**src/rtl/fifo_pkg.sv**
```systemverilog
// -----------------------------------------------------------------------------
// fifo_pkg
// Shared types and helpers for the parameterised synchronous FIFO.
//   fifo_status_t  : packed bundle of the FIFO status/error flags
//   fifo_addr_w()  : address width for a given depth
//   fifo_cnt_w()   : pointer/count width (address + wrap bit)
//   fifo_is_pow2() : depth legality check used at elaboration
// -----------------------------------------------------------------------------
package fifo_pkg;

   typedef struct packed {
      logic full;
      logic empty;
      logic almost_full;
      logic almost_empty;
      logic overflow;
      logic underflow;
   } fifo_status_t;

   function automatic int fifo_addr_w(input int depth);
      return (depth > 1) ? $clog2(depth) : 1;
   endfunction

   // One extra bit distinguishes full from empty when the addresses match.
   function automatic int fifo_cnt_w(input int depth);
      return fifo_addr_w(depth) + 1;
   endfunction

   function automatic bit fifo_is_pow2(input int depth);
      return (depth >= 2) && ((depth & (depth - 1)) == 0);
   endfunction

endpackage

```
**src/rtl/fifo_mem_2p.sv**
```systemverilog
// -----------------------------------------------------------------------------
// fifo_mem_2p
// WIDTH x DEPTH storage array, no reset.
//   clk      in  : write clock
//   wr_en    in  : write strobe (already qualified by the FIFO)
//   wr_addr  in  : write address
//   wr_data  in  : write word
//   rd_addr  in  : read address
//   rd_data  out : word at rd_addr (asynchronous read)
// -----------------------------------------------------------------------------
module fifo_mem_2p
   import fifo_pkg::*;
#(
   parameter int WIDTH = 8,
   parameter int DEPTH = 16
) (
   input  logic                          clk,
   input  logic                          wr_en,
   input  logic [fifo_addr_w(DEPTH)-1:0] wr_addr,
   input  logic [WIDTH-1:0]              wr_data,
   input  logic [fifo_addr_w(DEPTH)-1:0] rd_addr,
   output logic [WIDTH-1:0]              rd_data
);

   logic [WIDTH-1:0] mem_q [DEPTH];

   always_ff @(posedge clk) begin
      if (wr_en) begin
         mem_q[wr_addr] <= wr_data;
      end
   end

   assign rd_data = mem_q[rd_addr];

endmodule

```
**src/rtl/param_sync_fifo.sv**
```systemverilog
// -----------------------------------------------------------------------------
// param_sync_fifo
// Single-clock FIFO with optional first-word-fall-through output.
//   clk          in  : clock, rising edge
//   rst          in  : asynchronous active-high reset (deassertion synchronised
//                      externally)
//   wr_en        in  : write request, accepted when not full
//   wr_data      in  : write word
//   rd_en        in  : read request (FWFT=1: acknowledge of the head word)
//   clr_err      in  : clears sticky overflow/underflow
//   rd_data      out : read word
//   rd_valid     out : rd_data holds a valid word
//   full/empty   out : occupancy == DEPTH / == 0
//   almost_full  out : count >= AF_LEVEL
//   almost_empty out : count <= AE_LEVEL
//   count        out : occupancy 0..DEPTH
//   overflow     out : sticky, write attempted while full
//   underflow    out : sticky, read attempted while empty
// -----------------------------------------------------------------------------
module param_sync_fifo
   import fifo_pkg::*;
#(
   parameter int WIDTH    = 8,
   parameter int DEPTH    = 16,
   parameter int AF_LEVEL = DEPTH - 2,
   parameter int AE_LEVEL = 2,
   parameter int FWFT     = 0
) (
   input  logic                         clk,
   input  logic                         rst,
   input  logic                         wr_en,
   input  logic [WIDTH-1:0]             wr_data,
   input  logic                         rd_en,
   input  logic                         clr_err,
   output logic [WIDTH-1:0]             rd_data,
   output logic                         rd_valid,
   output logic                         full,
   output logic                         empty,
   output logic                         almost_full,
   output logic                         almost_empty,
   output logic [fifo_cnt_w(DEPTH)-1:0] count,
   output logic                         overflow,
   output logic                         underflow
);

   localparam int ADDR_W = fifo_addr_w(DEPTH);
   localparam int CNT_W  = fifo_cnt_w(DEPTH);

   // Reject illegal configurations at elaboration time.
   generate
      if (!fifo_is_pow2(DEPTH)) begin : g_bad_depth
         $error("param_sync_fifo: DEPTH must be a power of two >= 2");
      end
      if (AF_LEVEL < 0 || AF_LEVEL > DEPTH) begin : g_bad_af
         $error("param_sync_fifo: AF_LEVEL must lie in 0..DEPTH");
      end
      if (AE_LEVEL < 0 || AE_LEVEL > DEPTH) begin : g_bad_ae
         $error("param_sync_fifo: AE_LEVEL must lie in 0..DEPTH");
      end
   endgenerate

   localparam logic [CNT_W-1:0] AF_CNT = CNT_W'(AF_LEVEL);
   localparam logic [CNT_W-1:0] AE_CNT = CNT_W'(AE_LEVEL);

   logic [CNT_W-1:0] wr_ptr_q, wr_ptr_d;
   logic [CNT_W-1:0] rd_ptr_q, rd_ptr_d;
   logic             overflow_q, overflow_d;
   logic             underflow_q, underflow_d;
   logic [CNT_W-1:0] count_w;
   logic             wr_acc, rd_acc;
   logic [WIDTH-1:0] head_word;
   fifo_status_t     status;

   // Flags and count derive purely from the registered pointers, so they
   // always describe the state after the most recent edge.
   always_comb begin
      count_w             = wr_ptr_q - rd_ptr_q;
      status.full         = (wr_ptr_q[ADDR_W-1:0] == rd_ptr_q[ADDR_W-1:0]) &&
                            (wr_ptr_q[ADDR_W] != rd_ptr_q[ADDR_W]);
      status.empty        = (wr_ptr_q == rd_ptr_q);
      status.almost_full  = (count_w >= AF_CNT);
      status.almost_empty = (count_w <= AE_CNT);
      status.overflow     = overflow_q;
      status.underflow    = underflow_q;
   end

   // Acceptance uses only pre-edge full/empty: a read on a full FIFO does not
   // make room for a same-cycle write, and vice versa.
   assign wr_acc = wr_en && !status.full;
   assign rd_acc = rd_en && !status.empty;

   always_comb begin
      wr_ptr_d    = wr_ptr_q + {{(CNT_W-1){1'b0}}, wr_acc};
      rd_ptr_d    = rd_ptr_q + {{(CNT_W-1){1'b0}}, rd_acc};
      // A new error event takes priority over a same-cycle clear.
      overflow_d  = (wr_en && status.full)  || (overflow_q  && !clr_err);
      underflow_d = (rd_en && status.empty) || (underflow_q && !clr_err);
   end

   always_ff @(posedge clk or posedge rst) begin
      if (rst) begin
         wr_ptr_q    <= '0;
         rd_ptr_q    <= '0;
         overflow_q  <= 1'b0;
         underflow_q <= 1'b0;
      end else begin
         wr_ptr_q    <= wr_ptr_d;
         rd_ptr_q    <= rd_ptr_d;
         overflow_q  <= overflow_d;
         underflow_q <= underflow_d;
      end
   end

   fifo_mem_2p #(
      .WIDTH (WIDTH),
      .DEPTH (DEPTH)
   ) u_mem (
      .clk     (clk),
      .wr_en   (wr_acc),
      .wr_addr (wr_ptr_q[ADDR_W-1:0]),
      .wr_data (wr_data),
      .rd_addr (rd_ptr_q[ADDR_W-1:0]),
      .rd_data (head_word)
   );

   generate
      if (FWFT != 0) begin : g_fwft
         // Head word is presented directly; masked to zero while empty so the
         // output is deterministic after reset.
         assign rd_data  = status.empty ? '0 : head_word;
         assign rd_valid = !status.empty;
      end else begin : g_std
         logic [WIDTH-1:0] rd_data_q, rd_data_d;
         logic             rd_valid_q, rd_valid_d;

         always_comb begin
            rd_data_d  = rd_data_q;
            rd_valid_d = rd_acc;
            if (rd_acc) begin
               rd_data_d = head_word;
            end
         end

         always_ff @(posedge clk or posedge rst) begin
            if (rst) begin
               rd_data_q  <= '0;
               rd_valid_q <= 1'b0;
            end else begin
               rd_data_q  <= rd_data_d;
               rd_valid_q <= rd_valid_d;
            end
         end

         assign rd_data  = rd_data_q;
         assign rd_valid = rd_valid_q;
      end
   endgenerate

   assign full         = status.full;
   assign empty        = status.empty;
   assign almost_full  = status.almost_full;
   assign almost_empty = status.almost_empty;
   assign overflow     = status.overflow;
   assign underflow    = status.underflow;
   assign count        = count_w;

endmodule
```
**config.mk**
```make
export PLATFORM = sky130hd
export DESIGN_NAME = param_sync_fifo
export DESIGN_NICKNAME = d
export VERILOG_FILES = /design/src/rtl/fifo_pkg.sv /design/src/rtl/fifo_mem_2p.sv /design/src/rtl/param_sync_fifo.sv
export SDC_FILE = /design/constraint.sdc
export NUM_CORES = 1
export LEC_CHECK = 0
export ABC_AREA = 1
export BUFFER_PORTS_ARGS = -buffer_cell sky130_fd_sc_hd__buf_2
export CORE_ASPECT_RATIO = 0.8
export CORE_MARGIN = 5
export CORE_UTILIZATION = 43
export DETAILED_ROUTE_END_ITERATION = 6
export PLACE_DENSITY = 0.66
export SYNTH_ARGS = -nofsm -noshare
export SYNTH_HDL_FRONTEND = slang
export SYNTH_SLANG_ARGS = --single-unit
```
**constraint.sdc**
```tcl
create_clock -name clk -period 4.2 [get_ports clk]
set_input_delay 0.63 -clock clk [delete_from_list [all_inputs] [get_ports clk]]
set_output_delay 0.63 -clock clk [all_outputs]
set_load 0.03 [all_outputs]
```
==> flow_summary.json, run 1 <==
{
  "post-place-cells": 870,
  "first_pass_grt_wire_length_um": 24200,
  "yosys_most_used_dff": "sky130_fd_sc_hd__edfxtp_1",
  "io-pin-count": 33,
  "proportion_of_layout_cells_with_a_drive_suffix_above_1_pct": 11.6,
  "timing.hold.ws_ns": 0.358,
  "yosys_register_bits": 149,
  "global_route.overflow_total": 0,
  "worst_slew_margin_rel_pct": 31.2,
  "routability_congestion": 0.920,
  "ys.warnings.count": 0,
  "die_x_um": 149,
  "drt_first_iter_violations": 424,
  "drtAntennaViolNets": 0,
  "netlist-cell-type-count": 22,
  "cts.repair.resized": 0,
  "timing.final.hold_violations": 0,
  "synth.avg_cell_area_um2": 10.2,
  "most_area_hungry_cell_type_in_the_yosys_netlist": "sky130_fd_sc_hd__edfxtp_1",
  "drt_first_pass_iters": 6,
  "design.die.area_um2": 18100,
  "clock_tree_from_tritoncts": "done",
  "post-layout-total-power_w": 0.00568,
  "ys_async_sr_fraction_pct": 14.1,
  "ctsHtreeMaxLevel": 4,
  "floorplan.initialDensity_pct": 44.0,
  "pwr_density_cell_nw_per_um2": 761,
  "ys_seq_area_share_pct": 65.7,
  "end_kind": "primary output",
  "nFillCells": 1399,
  "dpl_cell_area_um2": 6930,
  "combinational_family_with_the_most_area_after_synthesis": "simple AND/OR/NAND/NOR gates",
  "number_of_global_route_vias_before_repair": 4505,
  "syn-num-nets": 672,
  "period_share_pct": 74.2,
  "numCtsBuffers": 17,
  "synth_area_leaders": "sky130_fd_sc_hd__edfxtp_1, sky130_fd_sc_hd__nand2_1, sky130_fd_sc_hd__dfrtp_1, sky130_fd_sc_hd__nand3_1, sky130_fd_sc_hd__inv_1",
  "detailed_route_wl_um": 15500,
  "setup_repair_after_global_routing_missed_its_margin": "no",
  "wire_per_inst_um": 17.1,
  "cts_num_sinks": 149,
  "syn2layout_area_growth_pct": 12.3,
  "number_of_enable_flip_flop_cells_after_synthesis": 128,
  "post-dp-hpwl_um": 10400,
  "cts_root_buffer": "sky130_fd_sc_hd__clkbuf_16",
  "crit_path_time_final_ns": 3.11,
  "layout_commonest_cell": "sky130_fd_sc_hd__nand2_1",
  "fin_nets": 701,
  "setup_viol_count_final": 0,
  "static-leakage-power_nw": 3.23,
  "crit_arrival_ns": 2.48,
  "post-route-cell-area_um2": 7470,
  "outcome": "finished clean",
  "num_rows": 40,
  "die-height_um": 121,
  "post_synth_xor_area_fraction_pct": 1.19,
  "worstPathMaxFanout": 21,
  "io_buffer_count": 32,
  "layout_common_cells": "sky130_fd_sc_hd__nand2_1, sky130_fd_sc_hd__edfxtp_1, sky130_fd_sc_hd__inv_1",
  "netlist.area_leader.share_pct": 57.8,
  "fin_skew_ns": 0.00923,
  "start_kind": "flop",
  "dr_total_vias": 4477,
  "synth_compound_gate_area_share_pct": 0.734,
  "synth_fa_ha_area_share_pct": 1.81,
  "muxShareOfSynthArea_pct": 0,
  "achievable-frequency_mhz": 321,
  "path_clk_slew_ns": 0.06,
  "worst_ep_required_time_ns": 3.57,
  "initial_antenna_violation_count": 0,
  "cts_hold_buf": 0,
  "design.core.area_um2": 15100,
  "diodes": 0,
  "max_cap_viols": 0,
  "worst_pin_slew_ns": 1.03,
  "grtUsageTotal_pct": 17.9,
  "worst_hold_path_type": "input pin to async pin",
  "drcViolationCount": 0,
  "post_cts_setup_bufs": 0,
  "synth_simple_gate_area_share_pct": 21.7,
  "ctsLongestPathBuffers": 2,
  "layoutNonFillerInstCount": 902,
  "critical_path_class": "flop to primary output",
  "postSynthCellCount": 650,
  "max-vdd-ir-drop_mv": 0.397,
  "avgViaCountPerCell": 4.96,
  "netlist_area_um2": 6650,
  "finalMaxSlewViolations": 0,
  "grt_start_max_net_pins": 67,
  "source_to_sink_clock_delay_at_the_later_pin_of_the_worst_skew_pair_ns": 0.41,
  "totalNegativeSetupSlack_ns": 0
}
-- synth_stat cells (all sizes together) (2+ instances only) --
master and number:
edfxtp 128, xor2 8, nand2 179, o21ai 2, inv 113, buf 23, nor2 63, nand3 96
ha 8, dfrtp 21, a21oi 4
-- flip-flops by register name, summed over array words and instances, names as in the netlist --
register,cells
overflow,1
rd_data,8
rd_ptr_q,5
rd_valid,1
u_mem.mem_q,128
underflow,1
wr_ptr_q,5
-- routing by layer --
layer / track usage, % / part of all wire (%) / vias to the layer above
met3: 5.56 / 9.8 / 18
met2: 27.7 / 47 / 190
met1: 24.5 / 42 / 2145
met4: 5.20 / 1.1 / 0
li1: - / - / 2124
met5: 0 / 0 / -
-- path summary, 6_finish.rpt --
kind | startpoint | to | slack (ns) | cells after the start
setup / recovery | rd_ptr_q[2] | almost_empty | 1.09 | 8
hold / removal | rst | rd_data[4] | 0.36 | 2
setup reg to reg | rd_ptr_q[2] | u_mem.mem_q[13][6] | 1.31 | 9
hold reg to reg | rd_data[4] | rd_data[4] | 0.52 | 2
max in group asynchronous | rst | rd_ptr_q[0] | 3.28 | 2
min in group clk | clr_err | overflow | 0.41 | 2
-- critical path, cell delays in order (launching register included) --
cell and delay (ns):
sky130_fd_sc_hd__dfrtp_1 0.76, sky130_fd_sc_hd__inv_1 0.11, sky130_fd_sc_hd__ha_1 0.39, sky130_fd_sc_hd__nand3_1 0.11, sky130_fd_sc_hd__nand2_1 0.07, sky130_fd_sc_hd__xnor2_1 0.25
sky130_fd_sc_hd__nand2_1 0.09, sky130_fd_sc_hd__nor2_1 0.09, sky130_fd_sc_hd__buf_2 0.20
-- kinds of logic (layout without fill, tap and decap cells) --
kind of cell	Yosys count	after routing
flip-flops	149	149
adder cells (fa/ha/maj)	9	9
AO/OA/AOI/OAI	7	7
buffers and inverters	138	180
AND/OR/NAND/NOR	338	338
XOR/XNOR	9	9
-- metrics by stage --
step	utilization [%]	setup WS [ns]
floorplan	-	1.30
global placement	45.8	1.46
detailed placement	45.8	1.31
CTS	49.4	1.11
global route	49.4	0.945
finish	49.4	1.09
-- layout make-up --
class / count / area, µm² / share of cell area (%)
Clock buffer: 19 / 443 / 5.93
Timing Repair Buffer: 34 / 175 / 2.35
Sequential cell: 149 / 4370 / 58.5
Tap cell: 210 / 263 / 3.52
Multi-Input combinational cell: 363 / 1690 / 22.6
Inverter: 114 / 428 / 5.73
Clock inverter: 13 / 98.8 / 1.32
-- power breakdown --
group,switching [W],internal [W]
sequential,0.000136,0.00185
clock,0.000594,0.000774
combinational,0.00170,0.000635
Power figures use the tool's default switching activity.
==> run 2, diff against run 1 <==
--- a/config.mk
+++ b/config.mk
@@ -5,13 +5,13 @@
 export SDC_FILE = /design/constraint.sdc
 export NUM_CORES = 1
 export LEC_CHECK = 0
-export ABC_AREA = 1
+export ABC_AREA = 0
 export BUFFER_PORTS_ARGS = -buffer_cell sky130_fd_sc_hd__buf_2
 export CORE_ASPECT_RATIO = 0.8
 export CORE_MARGIN = 5
 export CORE_UTILIZATION = 43
 export DETAILED_ROUTE_END_ITERATION = 6
-export PLACE_DENSITY = 0.66
+export PLACE_DENSITY = 0.69
 export SYNTH_ARGS = -nofsm -noshare
 export SYNTH_HDL_FRONTEND = slang
 export SYNTH_SLANG_ARGS = --single-unit
==> constraint.sdc (replaced) <==
create_clock -name clk -period 2.8 [get_ports clk]
set_input_delay 0.42 -clock clk [delete_from_list [all_inputs] [get_ports clk]]
set_output_delay 0.42 -clock clk [all_outputs]
set_load 0.03 [all_outputs]
==> run 2 against run 1 <==
Compared with the run above:
- power increased by 49%
- sequential power increased by 47%
- first-iteration DRC count decreased by 29%
==> flow_summary.json, run 2 <==
{
  "start_kind": "flop",
  "drt_first_iter_violations": 302,
  "cell_type_of_the_slowest_stage_on_the_worst_timing_path": "sky130_fd_sc_hd__dfrtp_2",
  "drtAntennaViolNets": 0,
  "die-height_um": 116,
  "registers.top_by_ff_count": "u_mem.mem_q",
  "totalNegativeSetupSlack_ns": 0,
  "drt_first_pass_iters": 5,
  "syn-num-nets": 380,
  "post-place-cells": 574,
  "initial_antenna_violation_count": 0,
  "static-leakage-power_nw": 2.60,
  "ctsLongestPathBuffers": 2,
  "drcViolationCount": 0,
  "cts_num_sinks": 149,
  "design.die.area_um2": 16600,
  "proportion_of_layout_cells_with_a_drive_suffix_above_1_pct": 23.9,
  "synth_fa_ha_area_share_pct": 1.98,
  "floorplan.initialDensity_pct": 44.2,
  "crit_path_time_final_ns": 2.76,
  "fin_skew_ns": 0.00629,
  "synth_area_leaders": "sky130_fd_sc_hd__edfxtp_1, sky130_fd_sc_hd__dfrtp_1, sky130_fd_sc_hd__mux2i_1, sky130_fd_sc_hd__mux4_2, sky130_fd_sc_hd__nor2_1",
  "cts_hold_buf": 0,
  "muxShareOfSynthArea_pct": 10.9,
  "post_synth_xor_area_fraction_pct": 1.57,
  "max-vdd-ir-drop_mv": 0.914,
  "layout_common_cells": "sky130_fd_sc_hd__edfxtp_1, sky130_fd_sc_hd__mux2i_1, sky130_fd_sc_hd__nor2_1",
  "postSynthCellCount": 358,
  "critical_path.max_stage_delay_ns": 0.47,
  "critical_path_class": "flop to primary output",
  "busiest_layer": "met1",
  "synth_simple_gate_area_share_pct": 4.88,
  "crit_path_cell_trace": "ha_1, nor2b_1, o21a_1, or3_1, a211oi_2, buf_4",
  "worst_slew_margin_rel_pct": 33.9,
  "achievable-frequency_mhz": 363,
  "met1_usage_pct": 23.7,
  "fin_nets": 436,
  "nFillCells": 1106,
  "netlist-cell-type-count": 45,
  "path_clk_slew_ns": 0.06,
  "outcome": "finished clean",
  "yosys_register_bits": 149,
  "finalMaxSlewViolations": 0,
  "die_x_um": 143,
  "ys.warnings.count": 0,
  "ys_seq_area_share_pct": 72.2,
  "post-dp-hpwl_um": 8270,
  "number_of_enable_flip_flop_cells_after_synthesis": 128,
  "max_cap_viols": 0,
  "pwr_density_cell_nw_per_um2": 1200,
  "io_buffer_count": 32,
  "routability_congestion": 0.872,
  "largest_register_ffs": 128,
  "worst_pin_slew_ns": 0.991,
  "diodes": 0,
  "syn2layout_area_growth_pct": 17.1,
  "cell_with_the_most_instances_after_synthesis": "sky130_fd_sc_hd__edfxtp_1",
  "period_share_pct": 98.4,
  "multi_input_gate_area_um2": 1540,
  "cts_root_buffer": "sky130_fd_sc_hd__clkbuf_16",
  "netlist.area_leader.share_pct": 63.5,
  "number_of_global_route_vias_before_repair": 3264,
  "io-pin-count": 33,
  "synth_compound_gate_area_share_pct": 5.79,
  "worstPathMaxFanout": 8,
  "grt_start_max_net_pins": 58,
  "synth.avg_cell_area_um2": 16.9,
  "yosys_most_used_dff": "sky130_fd_sc_hd__edfxtp_1",
  "worst_ep_required_time_ns": 2.38,
  "design.core.area_um2": 13700,
  "combinational_family_with_the_most_area_after_synthesis": "multiplexers",
  "netlist_top_cells_count": "sky130_fd_sc_hd__edfxtp_1, sky130_fd_sc_hd__mux2i_1, sky130_fd_sc_hd__nor2_1",
  "layout_commonest_cell": "sky130_fd_sc_hd__edfxtp_1",
  "crit_arrival_ns": 2.34,
  "most_area_hungry_cell_type_in_the_yosys_netlist": "sky130_fd_sc_hd__edfxtp_1",
  "timing.final.hold_violations": 0,
  "netlist_area_um2": 6050,
  "avgViaCountPerCell": 5.37,
  "seqCellArea_um2": 4370,
  "dr_total_vias": 3259,
  "numCtsBuffers": 17,
  "layoutNonFillerInstCount": 607,
  "met3_usage_pct": 4.09,
  "worst_hold_path_type": "input pin to async pin",
  "grtUsageTotal_pct": 15.9,
  "global_route.overflow_total": 0,
  "setup_viol_count_final": 0,
  "source_to_sink_clock_delay_at_the_later_pin_of_the_worst_skew_pair_ns": 0.41,
  "wire_per_inst_um": 20.2,
  "end_kind": "primary output",
  "num_rows": 38,
  "clock_tree_from_tritoncts": "done",
  "ys_async_sr_fraction_pct": 14.1,
  "first_pass_grt_wire_length_um": 19400,
  "grt_util_met2_pct": 23.3,
  "detailed_route_wl_um": 12300,
  "ctsHtreeMaxLevel": 4
}
==> run 2: cell types whose count changed in the layout (fill, tap and decap cells not counted), moves of 8 or more <==
cell,delta
sky130_fd_sc_hd__a221oi_1,+8
sky130_fd_sc_hd__inv_1,-100
sky130_fd_sc_hd__mux2i_1,+48
sky130_fd_sc_hd__buf_4,+20
sky130_fd_sc_hd__a31oi_1,+8
sky130_fd_sc_hd__nor2_1,-29
sky130_fd_sc_hd__o21ai_1,+11
sky130_fd_sc_hd__nand3_1,-86
sky130_fd_sc_hd__nand2_1,-174
sky130_fd_sc_hd__mux4_2,+8
sky130_fd_sc_hd__o22ai_1,+15
==> run 2: layout make-up <==
type / count / area share (%)
flip-flops and latches: 149 / 61.7
multi-input cells: 184 / 21.7
clock buffers: 19 / 6.11
repair buffers: 52 / 4.45
well taps: 180 / 3.18
clock inverters: 13 / 2.29
inverters: 10 / 0.530
==> run 2: metal layers <==
| metal | vias to the layer above | wire length (µm) | share of wire [%] |
|---|---|---|---|
| met3 | 12 | 541 | 4.4 |
| met4 | 0 | 121 | 0.99 |
| met1 | 1653 | 6070 | 49 |
| li1 | 1509 | - | - |
| met5 | - | 0 | 0 |
| met2 | 85 | 5560 | 45 |
==> run 2: cell families after synthesis <==
family	Yosys count
fa+ha+maj	9
mux	56
buf+inv	25
xor+xnor	10
simple gates	58
flops	149
compound gates	51
==> run 2: metrics by stage <==
| stage | hold slack, ns | util [%] | power (W) | area [µm²] | setup WS, ns |
|---|---|---|---|---|---|
| 2_1_floorplan | 0.397 | - | 0.00529 | 6060 | 0.0975 |
| 3_3_place_gp | 0.505 | 47.2 | 0.00607 | 6460 | 0.429 |
| 3_5_place_dp | 0.515 | 47.2 | 0.00613 | 6460 | 0.363 |
| 4_1_cts | 0.171 | 51.7 | 0.00846 | 7070 | 0.00424 |
| 5_1_grt | 0.178 | 51.8 | 0.00887 | 7090 | -0.0469 |
| 6_report | 0.156 | 51.8 | 0.00848 | 7090 | 0.0441 |
==> run 2: timing repair <==
item | 4_1_cts | 5_1_grt
setup endpoints to repair | 3 | 2
gates resized for setup | 3 | 5
pin swaps | 1 | 0
buffers inserted | 1 | 0
==> run 2: path summary, 6_finish.rpt <==
check	startpoint	endpoint	slack (ns)	cells after the start
max	wr_ptr_q[1]	almost_empty	0.04	6
min	rst	underflow	0.16	2
max reg2reg	rd_ptr_q[0]	u_mem.mem_q[6][7]	0.41	6
min reg2reg	underflow	underflow	0.52	2
max in group asynchronous	rst	rd_ptr_q[0]	2.06	2
min in group clk	clr_err	overflow	0.19	2
==> run 2: critical path: cells and delay by family, from the launching register on <==
| kind | cells | cell delay, ns |
|---|---|---|
| AND/OR/NAND/NOR | 2 | 0.50 |
| adder cells (fa/ha/maj) | 1 | 0.33 |
| flip-flops | 1 | 0.47 |
| AO/OA/AOI/OAI | 2 | 0.43 |
| buffers and inverters | 1 | 0.19 |
==> run 2: where the power goes <==
part / internal (W) / switching (W)
combinational: 0.00121 / 0.00206
clock: 0.00147 / 0.000809
sequential: 0.00277 / 0.000154
==> run 3, diff against run 2 <==
--- a/config.mk
+++ b/config.mk
@@ -8,10 +8,11 @@
 export ABC_AREA = 0
 export BUFFER_PORTS_ARGS = -buffer_cell sky130_fd_sc_hd__buf_2
 export CORE_ASPECT_RATIO = 0.8
-export CORE_MARGIN = 5
+export CORE_MARGIN = 4
 export CORE_UTILIZATION = 43
 export DETAILED_ROUTE_END_ITERATION = 6
 export PLACE_DENSITY = 0.69
+export REMOVE_ABC_BUFFERS = 1
 export SYNTH_ARGS = -nofsm -noshare
 export SYNTH_HDL_FRONTEND = slang
 export SYNTH_SLANG_ARGS = --single-unit
==> run 3 against run 2 <==
Compared with the run above:
- non-clock buffer count grew 5
- critical path depth rose by 3
- wire length rose by 0.32%
- first-iteration DRC count increased by 22%
- power increased by 0.14%
- flip-flop and latch count stayed put
- via count is 0.37% lower
- largest power group unchanged
- clock skew grew 0.0020 ns
==> flow_summary.json, run 3 (synthesis results as in run 2) <==
{
  "cp-endpoint": "almost_full",
  "cts_hold_buf": 0,
  "worstPathMaxFanout": 3,
  "critical_path_class": "flop to primary output",
  "clock_tree_from_tritoncts": "done",
  "design.die.area_um2": 16000,
  "static-leakage-power_nw": 2.62,
  "routability_congestion": 0.806,
  "initial_antenna_violation_count": 0,
  "multi_input_gate_area_um2": 1570,
  "die_x_um": 141,
  "post-dp-hpwl_um": 7940,
  "grt_start_max_net_pins": 58,
  "drcViolationCount": 0,
  "die-height_um": 114,
  "critical_path.max_stage_delay_ns": 0.40,
  "critPathLaunch": "wr_ptr_q[0]",
  "worst_ep_required_time_ns": 2.38,
  "crit_path_cell_trace": "inv_2, ha_4, inv_2, fa_2, a21o_1, a21oi_2, xnor2_2, a41o_1, buf_6",
  "worst_r2r_endpoint": "rd_data[0]",
  "crit_path_time_final_ns": 2.75,
  "final_util_pct": 52.0,
  "totalNegativeSetupSlack_ns": 0,
  "drt_first_pass_iters": 4,
  "fin_nets": 441,
  "setup_slack_ns": 0.0534,
  "proportion_of_layout_cells_with_a_drive_suffix_above_1_pct": 26.0,
  "floorplan.initialDensity_pct": 44.2,
  "setup_repair_after_global_routing_missed_its_margin": "yes",
  "reg2reg_setup_slack_ns": 0.45,
  "ctsLongestPathBuffers": 2,
  "diodes": 0,
  "syn2layout_area_growth_pct": 17.8,
  "end_kind": "primary output",
  "finalMaxSlewViolations": 0,
  "crit_arrival_ns": 2.33,
  "first_pass_grt_wire_length_um": 19100,
  "drt_first_iter_violations": 369,
  "fin_skew_ns": 0.00829,
  "global_route.overflow_total": 0,
  "design.core.area_um2": 13700,
  "cpMostUsedCell": "sky130_fd_sc_hd__inv_2",
  "cts_root_buffer": "sky130_fd_sc_hd__clkbuf_16",
  "worst_slew_margin_rel_pct": 33.1,
  "worstPathBufferInverterCount": 3,
  "path_clk_slew_ns": 0.06,
  "achievable-frequency_mhz": 364,
  "wire_per_inst_um": 20.2,
  "max-vdd-ir-drop_mv": 0.712,
  "post-layout-total-power_w": 0.00849,
  "timing.final.hold_violations": 0,
  "start_kind": "flop",
  "nFillCells": 1130,
  "post-place-ws_ns": 0.316,
  "io-pin-count": 33,
  "io_buffer_count": 32,
  "layout_common_cells": "sky130_fd_sc_hd__edfxtp_1, sky130_fd_sc_hd__mux2i_1, sky130_fd_sc_hd__nor2_1",
  "cts_num_sinks": 149,
  "period_share_pct": 98.1,
  "post-route-cell-area_um2": 7130,
  "numCtsBuffers": 17,
  "ctsHtreeMaxLevel": 4,
  "setup_viol_count_final": 0,
  "path_delay_family": "compound AO/OA/AOI/OAI gates",
  "dpl_cell_area_um2": 6470,
  "cell_type_of_the_slowest_stage_on_the_worst_timing_path": "sky130_fd_sc_hd__dfrtp_1",
  "worst-r2r-cell-count": 4,
  "grtUsageTotal_pct": 16.2,
  "dr_total_vias": 3247,
  "detailed_route_wl_um": 12300,
  "outcome": "finished clean",
  "drtAntennaViolNets": 0,
  "launch_instance_of_the_worst_register_to_register_path": "rd_ptr_q[0]",
  "critical_path_depth": 9,
  "pwr_density_cell_nw_per_um2": 1190,
  "worst_pin_slew_ns": 1.00,
  "largest_register_ffs": 128,
  "num_rows": 38,
  "layout_commonest_cell": "sky130_fd_sc_hd__edfxtp_1",
  "avgViaCountPerCell": 5.32,
  "seqCellArea_um2": 4370,
  "max_cap_viols": 0,
  "worst_hold_path_type": "input pin to async pin",
  "source_to_sink_clock_delay_at_the_later_pin_of_the_worst_skew_pair_ns": 0.42,
  "number_of_global_route_vias_before_repair": 3268,
  "registers.top_by_ff_count": "u_mem.mem_q"
}
[run 3: cell types whose count changed in the layout (fill, tap and decap cells not counted), moves of 2 or more]
cell                       change
sky130_fd_sc_hd__buf_4         +5
sky130_fd_sc_hd__dfrtp_2       +2
sky130_fd_sc_hd__clkbuf_1      -2
sky130_fd_sc_hd__ha_1          -2
sky130_fd_sc_hd__ha_4          +2
[run 3: worst min-delay path by stage]
stage           endpoint  slack [ns]  depth (start not counted)
2_1_floorplan   overflow        0.40                          1
3_3_place_gp    overflow        0.50                          2
3_5_place_dp   underflow        0.53                          2
4_1_cts         overflow        0.17                          2
5_1_grt         overflow        0.18                          2
6_report        rd_valid        0.18                          2
[run 3: what timing repair did]
| item | CTS | global route |
|---|---|---|
| resized for setup | 8 | 9 |
| pin swaps | 2 | 6 |
| setup endpoints to repair | 3 | 3 |
| buffers inserted | 2 | 2 |
[run 3: power by group]
part | switching (W) | internal [W]
sequential | 0.000223 | 0.00276
combinational | 0.00201 | 0.00129
clock | 0.000825 | 0.00137
[run 3: final cells by class]
type / count / area share (%)
clock buffer: 17 / 5.97
clock inverter: 13 / 1.98
inverter: 10 / 0.527
multi-input combinational: 184 / 22.0
sequential: 149 / 61.4
tap: 180 / 3.16
timing repair buffer: 57 / 5.04
[run 3: metrics by stage]
step           hold WS (ns)  cells
2_1_floorplan         0.397    343
3_3_place_gp          0.502    576
3_5_place_dp          0.526    576
4_1_cts               0.167    608
5_1_grt               0.178    610
6_report              0.178    610
[run 3: layer usage]
metal / track usage (%) / part of all wire, % / routed length, µm / up-vias
met5: 0 / 0 / 0 / -
met4: 5.29 / 1.2 / 153 / 0
met3: 4.30 / 5.7 / 697 / 13
met2: 25.2 / 46 / 5720 / 97
met1: 22.4 / 47 / 5750 / 1619
li1: - / - / - / 1518
